## src/rtl/pipe_scoreboard.sv

```systemverilog
// Hazard/forwarding scoreboard: tracks in-flight destinations over DEPTH post-decode stages.
// Optional stall counter is enabled by defining PIPE_SCOREBOARD_STATS_EN.
module pipe_scoreboard #(
  parameter int unsigned DEPTH = 3,
  parameter int unsigned RAW   = 5,
  parameter int unsigned SW    = 3
) (
  input  logic           clk,
  input  logic           rst,
  input  logic           id_valid,
  input  logic [RAW-1:0] id_rs,
  input  logic [RAW-1:0] id_rt,
  input  logic           id_rs_used,
  input  logic           id_rt_used,
  input  logic           id_branch,
  input  logic           id_wr_en,
  input  logic [RAW-1:0] id_rd,
  input  logic [SW-1:0]  id_ready_stage,
  input  logic           ext_stall,
  input  logic           flush,
`ifdef PIPE_SCOREBOARD_STATS_EN
  input  logic           stats_clr,
  output logic [31:0]    stall_cnt,
`endif
  output logic           stall_out,
  output logic [SW-1:0]  fwd_a,
  output logic [SW-1:0]  fwd_b
);

  // Index i holds stage i+1 (index 0 is EX).
  logic [DEPTH-1:0]          valid_q, valid_d;
  logic [DEPTH-1:0][RAW-1:0] rd_q, rd_d;
  logic [DEPTH-1:0][SW-1:0]  rdy_q, rdy_d;

  logic [SW-1:0] rdy_new;
  logic          haz_a, haz_b;

  // Returns {hazard, stage}; scanning oldest-to-youngest lets the youngest match win.
  function automatic logic [SW:0] lookup(input logic [RAW-1:0] src, input logic used);
    logic [SW-1:0] stage;
    logic          hazard;
    stage  = '0;
    hazard = 1'b0;
    if (used && src != '0) begin
      for (int i = DEPTH - 1; i >= 0; i--) begin
        if (valid_q[i] && rd_q[i] == src) begin
          stage  = SW'(i + 1);
          hazard = id_branch ? (stage <= rdy_q[i]) : (stage < rdy_q[i]);
        end
      end
    end
    return {hazard, stage};
  endfunction

  always_comb begin
    {haz_a, fwd_a} = lookup(id_rs, id_rs_used);
    {haz_b, fwd_b} = lookup(id_rt, id_rt_used);
    stall_out      = id_valid && (haz_a || haz_b);
  end

  always_comb begin
    rdy_new = id_ready_stage;
    if (id_ready_stage == '0) begin
      rdy_new = SW'(1);
    end else if (id_ready_stage > SW'(DEPTH)) begin
      rdy_new = SW'(DEPTH);
    end
  end

  always_comb begin
    valid_d = valid_q;
    rd_d    = rd_q;
    rdy_d   = rdy_q;
    if (!ext_stall) begin
      for (int i = DEPTH - 1; i >= 1; i--) begin
        valid_d[i] = valid_q[i-1];
        rd_d[i]    = rd_q[i-1];
        rdy_d[i]   = rdy_q[i-1];
      end
      if (stall_out || flush || !id_valid) begin
        valid_d[0] = 1'b0;
      end else begin
        valid_d[0] = id_wr_en && (id_rd != '0);
      end
      rd_d[0]  = id_rd;
      rdy_d[0] = rdy_new;
    end
  end

  always_ff @(posedge clk or negedge rst) begin
    if (!rst) begin
      valid_q <= '0;
      rd_q    <= '0;
      rdy_q   <= '0;
    end else begin
      valid_q <= valid_d;
      rd_q    <= rd_d;
      rdy_q   <= rdy_d;
    end
  end

`ifdef PIPE_SCOREBOARD_STATS_EN
  logic [31:0] stall_cnt_q, stall_cnt_d;

  always_comb begin
    stall_cnt_d = stall_cnt_q;
    if (stats_clr) begin
      stall_cnt_d = '0;
    end else if (stall_out && !ext_stall && stall_cnt_q != '1) begin
      stall_cnt_d = stall_cnt_q + 32'd1;
    end
  end

  always_ff @(posedge clk or negedge rst) begin
    if (!rst) begin
      stall_cnt_q <= '0;
    end else begin
      stall_cnt_q <= stall_cnt_d;
    end
  end

  assign stall_cnt = stall_cnt_q;
`endif

endmodule

```

## config.mk

```make
export PLATFORM = sky130hd
export DESIGN_NAME = pipe_scoreboard
export DESIGN_NICKNAME = d
export VERILOG_FILES = /design/src/rtl/pipe_scoreboard.sv
export SDC_FILE = /design/constraint.sdc
export NUM_CORES = 1
export LEC_CHECK = 0
export BUFFER_PORTS_ARGS = -buffer_cell sky130_fd_sc_hd__clkbuf_2
export CAP_MARGIN = 20
export CORE_AREA = 3 3 69 103
export DETAILED_ROUTE_END_ITERATION = 10
export DIE_AREA = 0 0 72 106
export GPL_ROUTABILITY_DRIVEN = 0
export MAX_ROUTING_LAYER = met4
export PLACE_DENSITY = 0.54
export SETUP_SLACK_MARGIN = 0.1
export SYNTH_ARGS = -nofsm -noshare
export SYNTH_HDL_FRONTEND = slang
export SYNTH_SLANG_ARGS = --single-unit
export TNS_END_PERCENT = 100
```

## constraint.sdc

```tcl
create_clock -name clk -period 5.1 [get_ports clk]
set_input_delay 0.255 -clock clk [delete_from_list [all_inputs] [get_ports clk]]
set_output_delay 0.255 -clock clk [all_outputs]
set_load 0.05 [all_outputs]
```

==> impl_metrics.tcl, run 1 <==
set metrics [dict create \
    synth_top_cell_area_share_pct 43.13 \
    cp_slowest_cell "nor4_1" \
    min_period_over_period_pct 53.40 \
    dieArea_um2 7632 \
    slew-limit-headroom_pct 51.88 \
    wl_per_cell_um 14.87 \
    synth-edff-count 0 \
    synth-seq-cells 27 \
    ir_drop_mv 0.1216 \
    clkTransAtPathRegs_ps 90 \
    max_freq_ghz 0.3672 \
    cts_tree "yes" \
    core_area_um2 6262 \
    grt_pass1_wl_um 6051 \
    path_cells "xor2_1 > nor4_1 > a2111oi_0 > o311ai_0 > a21boi_0 > clkbuf_2" \
    die_w_um 72 \
    end_kind "output pin" \
    top_layer_used "met4" \
    seq_area_frac_synth_pct 43.13 \
    critPathRequiredTime_ps 4850 \
    syn_avg_cell_area_um2 11.03 \
    syn2layout_area_growth_pct 17.25 \
    fin_cells 247 \
    critPathMaxStageDelay_ps 490 \
    nNetsFinal 201 \
    netlist_instances 142 \
    cts_resized 0 \
    grt_overflow 0 \
    worst_slew_pin_slew_ps 721.8 \
    status "complete, no violations" \
    netlist-cell-type-count 36 \
    synth.area.top_cells "dfrtp_1, mux2_2, xnor2_1" \
    wl_met1_um 1625 \
    hpwl_um 2962 \
    worstSetupPathType "reg -> out" \
    fin_skew_ps 1.741 \
    rows 35 \
    worstPathMaxFanout 4 \
    final_common_cell "clkbuf_2" \
    vias 1177 \
    cp.buffers_inverters 1 \
    regArea_um2 675.6 \
    setup_viol 0 \
    wl_um 3672 \
    drc 0 \
    ys_warn_count 0 \
    dp_slack_ps 2701 \
    drv_slew 0 \
    track_usage_pct 10.58 \
    syn_area_um2 1567 \
    hold_path_class "in -> async" \
    via_per_inst 4.765 \
    hold_viol_final 0 \
    rsz0062_at_grt "false" \
    drtIter0Drc 18 \
    power_density_nw_per_um2 273.3 \
    clk_path_buf_depth 2 \
    met3_length_um 149 \
    ant_nets 0 \
    cp-start-kind "flip-flop" \
    cts_sinks 27 \
    cts_buffers 3 \
    arrival_ps 2470 \
    maxCapViolations 0 \
    post_cts_buffers 0 \
    synthArstFlopShare_pct 100.0 \
    route.met2.wl_um 1826 \
    grt_max_degree 32 \
    dr.pass1.iters 4 \
    tns_ps 0 \
    synthFlopType "dfrtp_1" \
    synth_largest_area_cell "dfrtp_1" \
    setup_slack_ps 2377 \
    cts_root_buf "clkbuf_8" \
    grt_pass1_vias 1139 \
    dp_cells 243 \
    final_cell_mix "clkbuf_2, dfrtp_1, mux2_2, xnor2_1, xor2_1" \
    io_buffers 31 \
    p_leak_nw 0.7672 \
    final.min_clock_period_ps 2723 \
    clkLatencyLatePin_ps 270 \
    multi_input_area_um2 860.8 \
    io_pins 34 \
    initial_utilization_pct 25.01 \
    cts.htree.levels 1 \
    die_h_um 106 \
    antennaDiodeCount 0 \
    cts_hold_buf 0 \
    cp_top_family "compound AO/OA/AOI/OAI gates" \
    fill_cells 633 \
    antenna_found_initial 0 \
    drive_above_1_share_pct 35.26 \
]
==> registers in the layout, summed over array words and instances, names as in the netlist <==
name	cells
valid_q	3
rd_q	15
rdy_q	9
==> final timing paths <==
check | from | end | slack [ps] | cells after the start
min in group clk | id_rd[3] | rd_q[3] | 230 | 2
worst min-delay path | rst | rd_q[8] | 6 | 1
worst max register to register | rd_q[7] | valid_q[0] | 3070 | 5
max in group asynchronous | rst | valid_q[2] | 4660 | 1
worst min register to register | rdy_q[7] | rdy_q[7] | 510 | 1
worst max-delay path | rd_q[7] | stall_out | 2380 | 6
==> logic make-up after synthesis <==
group / Yosys count / share of synthesized area (%)
buf+inv: 7 / 2.156
other cells: 1 / 0.2394
mux: 22 / 15.81
compound gates: 20 / 9.266
simple gates: 35 / 12.62
flops: 27 / 43.13
xor+xnor: 30 / 16.77
==> stage by stage <==
stage | utilization (%) | hold slack, ps | total power [mW] | cell area (um^2)
5_1_grt | 29.33 | 59.31 | 0.5341 | 1837
3_5_place_dp | 28.61 | 336.1 | 0.3866 | 1792
2_1_floorplan | - | -40.59 | 0.3450 | 1570
6_report | 29.33 | 6.205 | 0.5019 | 1837
3_3_place_gp | 28.61 | 327.6 | 0.3843 | 1792
4_1_cts | 29.33 | 33.66 | 0.5105 | 1837
==> report_power, final <==
part	switching, mW	total, mW	internal [mW]
Clock	0.0650	0.121	0.0560
Combinational	0.0538	0.113	0.0589
Sequential	0.0292	0.268	0.239
==> routing by layer <==
| metal | track usage (%) | up-vias |
|---|---|---|
| met5 | - | - |
| met4 | 4.435 | 0 |
| met3 | 1.325 | 6 |
| met2 | 16.71 | 40 |
| met1 | 13.52 | 560 |
| li1 | - | 571 |
==> synthesized netlist by cell type (2+ instances only) <==
cell type  number
nor4_1          3
inv_1           2
dfrtp_1        27
nand4_1         4
nand2_1         7
a21oi_1         3
nor2_1          7
xor2_1         12
o21ai_0         4
or4_1           2
a211oi_1        3
buf_1           2
or2_2           2
buf_4           2
nor3_1          2
xnor2_1        18
and2_1          2
mux2_2         22
==> cell type report <==
type / count / share of cell area (%)
multi-input combinational: 109 / 46.87
sequential: 27 / 36.78
tap: 74 / 5.041
timing repair buffer: 31 / 8.447
inverter: 2 / 0.4087
clock buffer: 4 / 2.452
Power figures use the tool's default switching activity.
==> run 2, diff against run 1 <==
Clock period 5.1 ns to 2.6 ns, I/O delays scaled along.
==> impl_metrics.tcl, run 2 (same netlist as run 1, synthesis figures left out) <==
set metrics [dict create \
    status "complete, no violations" \
    worst_slew_pin_slew_ps 712.1 \
    reg_top3 "rd_q: 15 flops, rdy_q: 9 flops, valid_q: 3 flops" \
    p_clk_share_pct 23.7 \
    fin_skew_ps 4.917 \
    p_sw_mw 0.2912 \
    dr.pass1.iters 4 \
    ant_nets 0 \
    wl_um 3777 \
    tns_ps 0 \
    clkLatencyLatePin_ps 270 \
    drtIter0Drc 20 \
    finalInstanceArea_um2 1863 \
    hold_viol_final 0 \
    cp.buffers_inverters 2 \
    min_period_over_period_pct 92.23 \
    antennaDiodeCount 0 \
    clkTransAtPathRegs_ps 90 \
    final_common_cell "clkbuf_2" \
    cp-start-kind "flip-flop" \
    clk_path_buf_depth 2 \
    grt_pass1_vias 1177 \
    die_w_um 72 \
    arrival_ps 2270 \
    nNetsFinal 203 \
    power_mw 0.9888 \
    syn2layout_area_growth_pct 18.93 \
    post_cts_buffers 0 \
    max_freq_ghz 0.4170 \
    die_h_um 106 \
    core_area_um2 6262 \
    slew-limit-headroom_pct 52.53 \
    comb_power_share_pct 23.2 \
    end_kind "output pin" \
    cts_buffers 3 \
    via_per_inst 4.735 \
    drive_above_1_share_pct 36.00 \
    cp_slowest_cell "dfrtp_1" \
    hold_path_class "in -> reg" \
    pwr-share-seq_pct 53.1 \
    vias 1179 \
    cts_tree "yes" \
    largest_register_ffs 15 \
    drc 0 \
    final.min_clock_period_ps 2398 \
    worstPathMaxFanout 4 \
    antenna_found_initial 0 \
    cts.htree.levels 1 \
    critPathRequiredTime_ps 2470 \
    initial_utilization_pct 25.01 \
    io_buffers 31 \
    grt_overflow 0 \
    grt_max_degree 32 \
    wl_per_cell_um 15.17 \
    rows 35 \
    rsz0062_at_grt "false" \
    p_leak_nw 0.7780 \
    critPathMaxStageDelay_ps 440 \
    worstSetupPathType "reg -> out" \
    p_int_mw 0.6977 \
    final_cell_mix "clkbuf_2, dfrtp_1, mux2_2, xnor2_1, xor2_1" \
    dieArea_um2 7632 \
    power_density_nw_per_um2 530.8 \
    cts_sinks 27 \
    path_cells "xor2_1 > nor4_1 > buf_4 > a2111oi_0 > o311ai_1 > a21boi_1 > clkbuf_4" \
    track_usage_pct 10.44 \
    grt_pass1_wl_um 6072 \
    swShare_pct 29.44 \
    io_pins 34 \
    largest_register "rd_q" \
    place_area_um2 1799 \
    cp_top_family "compound AO/OA/AOI/OAI gates" \
    ir_drop_mv 0.2356 \
    cts_root_buf "clkbuf_8" \
    hpwl_um 2980 \
    setup_viol 0 \
    maxCapViolations 0 \
    drv_slew 0 \
]
-- run 2: cell count changes in the layout (fill, tap and decap cells not counted), sizes merged --
cell,change
buf,+1
dlygate4sd3,+1
-- run 2: final cells by class --
| class | count | area [um^2] |
|---|---|---|
| multi-input combinational | 109 | 867.1 |
| inverter | 2 | 7.507 |
| tap | 74 | 92.59 |
| timing repair buffer | 33 | 175.2 |
| fill | 652 | 4399 |
| clock buffer | 4 | 45.04 |
| sequential | 27 | 675.6 |
-- run 2: worst register-to-register path: cells and delay by family (launching register included) --
family                 cells  cell delay, ps
buffers and inverters      1             190
AND/OR/NAND/NOR            1             370
XOR/XNOR                   1             180
AO/OA/AOI/OAI              3             690
flip-flops                 1             440
-- run 2: worst paths after layout --
| kind | from | to | slack (ps) | cells past startpoint |
|---|---|---|---|---|
| worst max-delay path | rd_q[7] | stall_out | 200 | 7 |
| worst min-delay path | id_rd[4] | rd_q[4] | 110 | 2 |
| worst max register to register | rd_q[7] | valid_q[0] | 660 | 6 |
| worst min register to register | rdy_q[3] | rdy_q[3] | 520 | 2 |
| max in group asynchronous | rst | valid_q[2] | 1720 | 2 |
| min in group asynchronous | rst | rd_q[4] | 430 | 2 |
-- run 2: per-stage QoR --
stage | utilization, % | hold WS, ps | instances | setup WS, ps
2_1_floorplan | - | -165.6 | 143 | 246.1
3_3_place_gp | 28.73 | 206.5 | 244 | 365.2
3_5_place_dp | 28.73 | 204.1 | 244 | 390.2
4_1_cts | 29.61 | 106.6 | 249 | 101.0
5_1_grt | 29.75 | 105.7 | 249 | 138.1
6_report | 29.75 | 106.1 | 249 | 201.9
-- run 2: per-layer routing --
layer  up-vias  routed length (um)  track usage (%)  share of wire (%)
met4         0                  55            3.629                1.5
met3         4                  85           0.7569                2.3
met1       573                1671            13.17                 44
met2        29                1965            17.43                 52
met5         -                   0                -                  0
li1        573                   -                -                  -
-- run 2: power groups by stage --
stage	Clock, mW	Combinational, mW	Sequential (mW)
after floorplan	0	0.159	0.518
after global placement	0	0.227	0.530
after detailed placement	0	0.225	0.534
after CTS	0.246	0.228	0.525
after global routing	0.257	0.253	0.533
final	0.235	0.229	0.525
-- run 2: timing repair --
item | 4_1_cts | 5_1_grt
endpoints found under the hold margin | 27 | 0
gates cloned | 0 | 0
gates resized for setup | 1 | 3
hold buffers | 1 | 0
setup endpoints to repair | 1 | 1
==> run 3, diff against run 2 <==
Settings changed: CELL_PAD_IN_SITES_DETAIL_PLACEMENT set to 2, CELL_PAD_IN_SITES_GLOBAL_PLACEMENT set to 2, PLACE_DENSITY 0.54 to 0.71, RECOVER_POWER set to 25.
==> impl_metrics.tcl, run 3 (same netlist as run 1, synthesis figures left out) <==
set metrics [dict create \
    io_buffers 31 \
    timing.rr.start "rd_q[9]" \
    grt_pass1_vias 1372 \
    rows 35 \
    p_leak_nw 0.7931 \
    final.min_clock_period_ps 2409 \
    power_density_nw_per_um2 538.3 \
    final_common_cell "clkbuf_2" \
    antenna_found_initial 0 \
    dr.pass1.iters 4 \
    grt_overflow 0 \
    critPathLaunch "rd_q[9]" \
    violations "capacitance limit, slew limit" \
    drtIter0Drc 50 \
    endpoint "stall_out" \
    grt_max_degree 32 \
    rr_worst_depth 6 \
    worstPathMaxFanout 4 \
    syn2layout_area_growth_pct 20.53 \
    dieArea_um2 7632 \
    die_h_um 106 \
    drv_slew 32 \
    cp_slowest_cell "dfrtp_1" \
    status "finished, violations left" \
    drc 0 \
    slew-limit-headroom_pct -4.576 \
    rrSetupSlack_ps 610 \
    cts_buffers 3 \
    nNetsFinal 205 \
    cts_root_buf "clkbuf_8" \
    grt_pass1_wl_um 7051 \
    max_freq_ghz 0.4152 \
    cts_tree "yes" \
    ant_nets 0 \
    wl_um 4300 \
    worstReg2RegEnd "valid_q[0]" \
    die_w_um 72 \
    tns_ps 0 \
    ir_drop_mv 0.2122 \
    maxCapViolations 1 \
    wl_per_cell_um 17.13 \
    clkLatencyLatePin_ps 290 \
    hpwl_um 3387 \
    arrival_ps 2280 \
    largest_register_ffs 15 \
    hold_path_class "in -> reg" \
    via_per_inst 4.777 \
    final_cell_mix "clkbuf_2, dfrtp_1, mux2_2, xnor2_1, xor2_1" \
    path_cells "xor2_1 > nor4_2 > buf_4 > a2111o_1 > a311o_1 > a21boi_1 > buf_4" \
    cts_sinks 27 \
    fin_skew_ps 11.39 \
    rsz0062_at_grt "false" \
    cts.htree.levels 1 \
    clkTransAtPathRegs_ps 100 \
    cp-start-kind "flip-flop" \
    initial_utilization_pct 25.01 \
    antennaDiodeCount 0 \
    largest_register "rd_q" \
    critPathMaxStageDelay_ps 470 \
    power_mw 1.016 \
    vias 1199 \
    min_period_over_period_pct 92.64 \
    worstSetupPathType "reg -> out" \
    core_area_um2 6262 \
    setup_viol 0 \
    end_kind "output pin" \
    hold_viol_final 0 \
    io_pins 34 \
    drive_above_1_share_pct 37.85 \
    cp_common_cell "buf_4" \
    worst_slew_pin_slew_ps 1569 \
    critPathRequiredTime_ps 2470 \
    reg_top3 "rd_q: 15 flops, rdy_q: 9 flops, valid_q: 3 flops" \
    track_usage_pct 12.42 \
    clk_path_buf_depth 2 \
]
-- run 3: how the worst min path moves through the flow --
stage                          end  slack [ps]  cells after the start  startpoint
final                      rd_q[0]          90                      2    id_rd[0]
after global routing       rd_q[0]          90                      2    id_rd[0]
after CTS                  rd_q[0]          80                      2    id_rd[0]
after detailed placement  rd_q[14]         210                      1         rst
after global placement     rd_q[3]         210                      1         rst
after floorplan            rd_q[0]        -170                      0         rst
-- run 3: power by group --
| part | internal, mW | leakage (nW) | total [mW] | switching [mW] |
|---|---|---|---|---|
| Combinational | 0.126 | 0.444 | 0.243 | 0.117 |
| Clock | 0.108 | 0.0255 | 0.247 | 0.139 |
| Sequential | 0.469 | 0.323 | 0.527 | 0.0572 |
| Total | 0.703 | 0.793 | 1.02 | 0.313 |
-- run 3: critical path: cells and delay by family, from the launching register on --
kind / cells / cell delay [ps]
AO/OA/AOI/OAI: 3 / 880
flip-flops: 1 / 470
buffers and inverters: 2 / 360
XOR/XNOR: 1 / 200
AND/OR/NAND/NOR: 1 / 80
-- run 3: what timing repair did --
item | CTS | global route
gates resized for setup | 1 | 7
setup endpoints to repair | 1 | 1
endpoints found under the hold margin | 27 | 0
buffers inserted | 0 | 1
hold buffers | 1 | 0
gates cloned | 0 | 0
-- run 3: layout make-up --
class / instances / area, um^2
clock buffer: 3 / 41.29
tap: 74 / 92.59
sequential: 27 / 676.9
inverter: 2 / 7.507
multi-input combinational: 109 / 875.8
clock inverter: 1 / 5.005
timing repair buffer: 35 / 188.9
fill: 710 / 4374
-- run 3: metrics by stage --
step / instances / setup slack, ps / instance area, um^2 / utilization, % / hold WS [ps]
finish: 251 / 191.3 / 1888 / 30.15 / 85.10
global route: 251 / 86.71 / 1888 / 30.15 / 89.58
CTS: 250 / 118.8 / 1863 / 29.75 / 77.23
detailed placement: 245 / 301.8 / 1807 / 28.85 / 209.6
global placement: 245 / 319.1 / 1807 / 28.85 / 206.8
floorplan: 143 / 246.1 / 1570 / - / -165.6
-- run 3: routing by layer --
metal	track usage (%)	share of wire (%)	up-vias
met1	13.90	40	598
met4	5.242	2.2	0
met2	22.11	55	21
met3	1.135	2.7	5
li1	-	-	575
met5	-	0	-
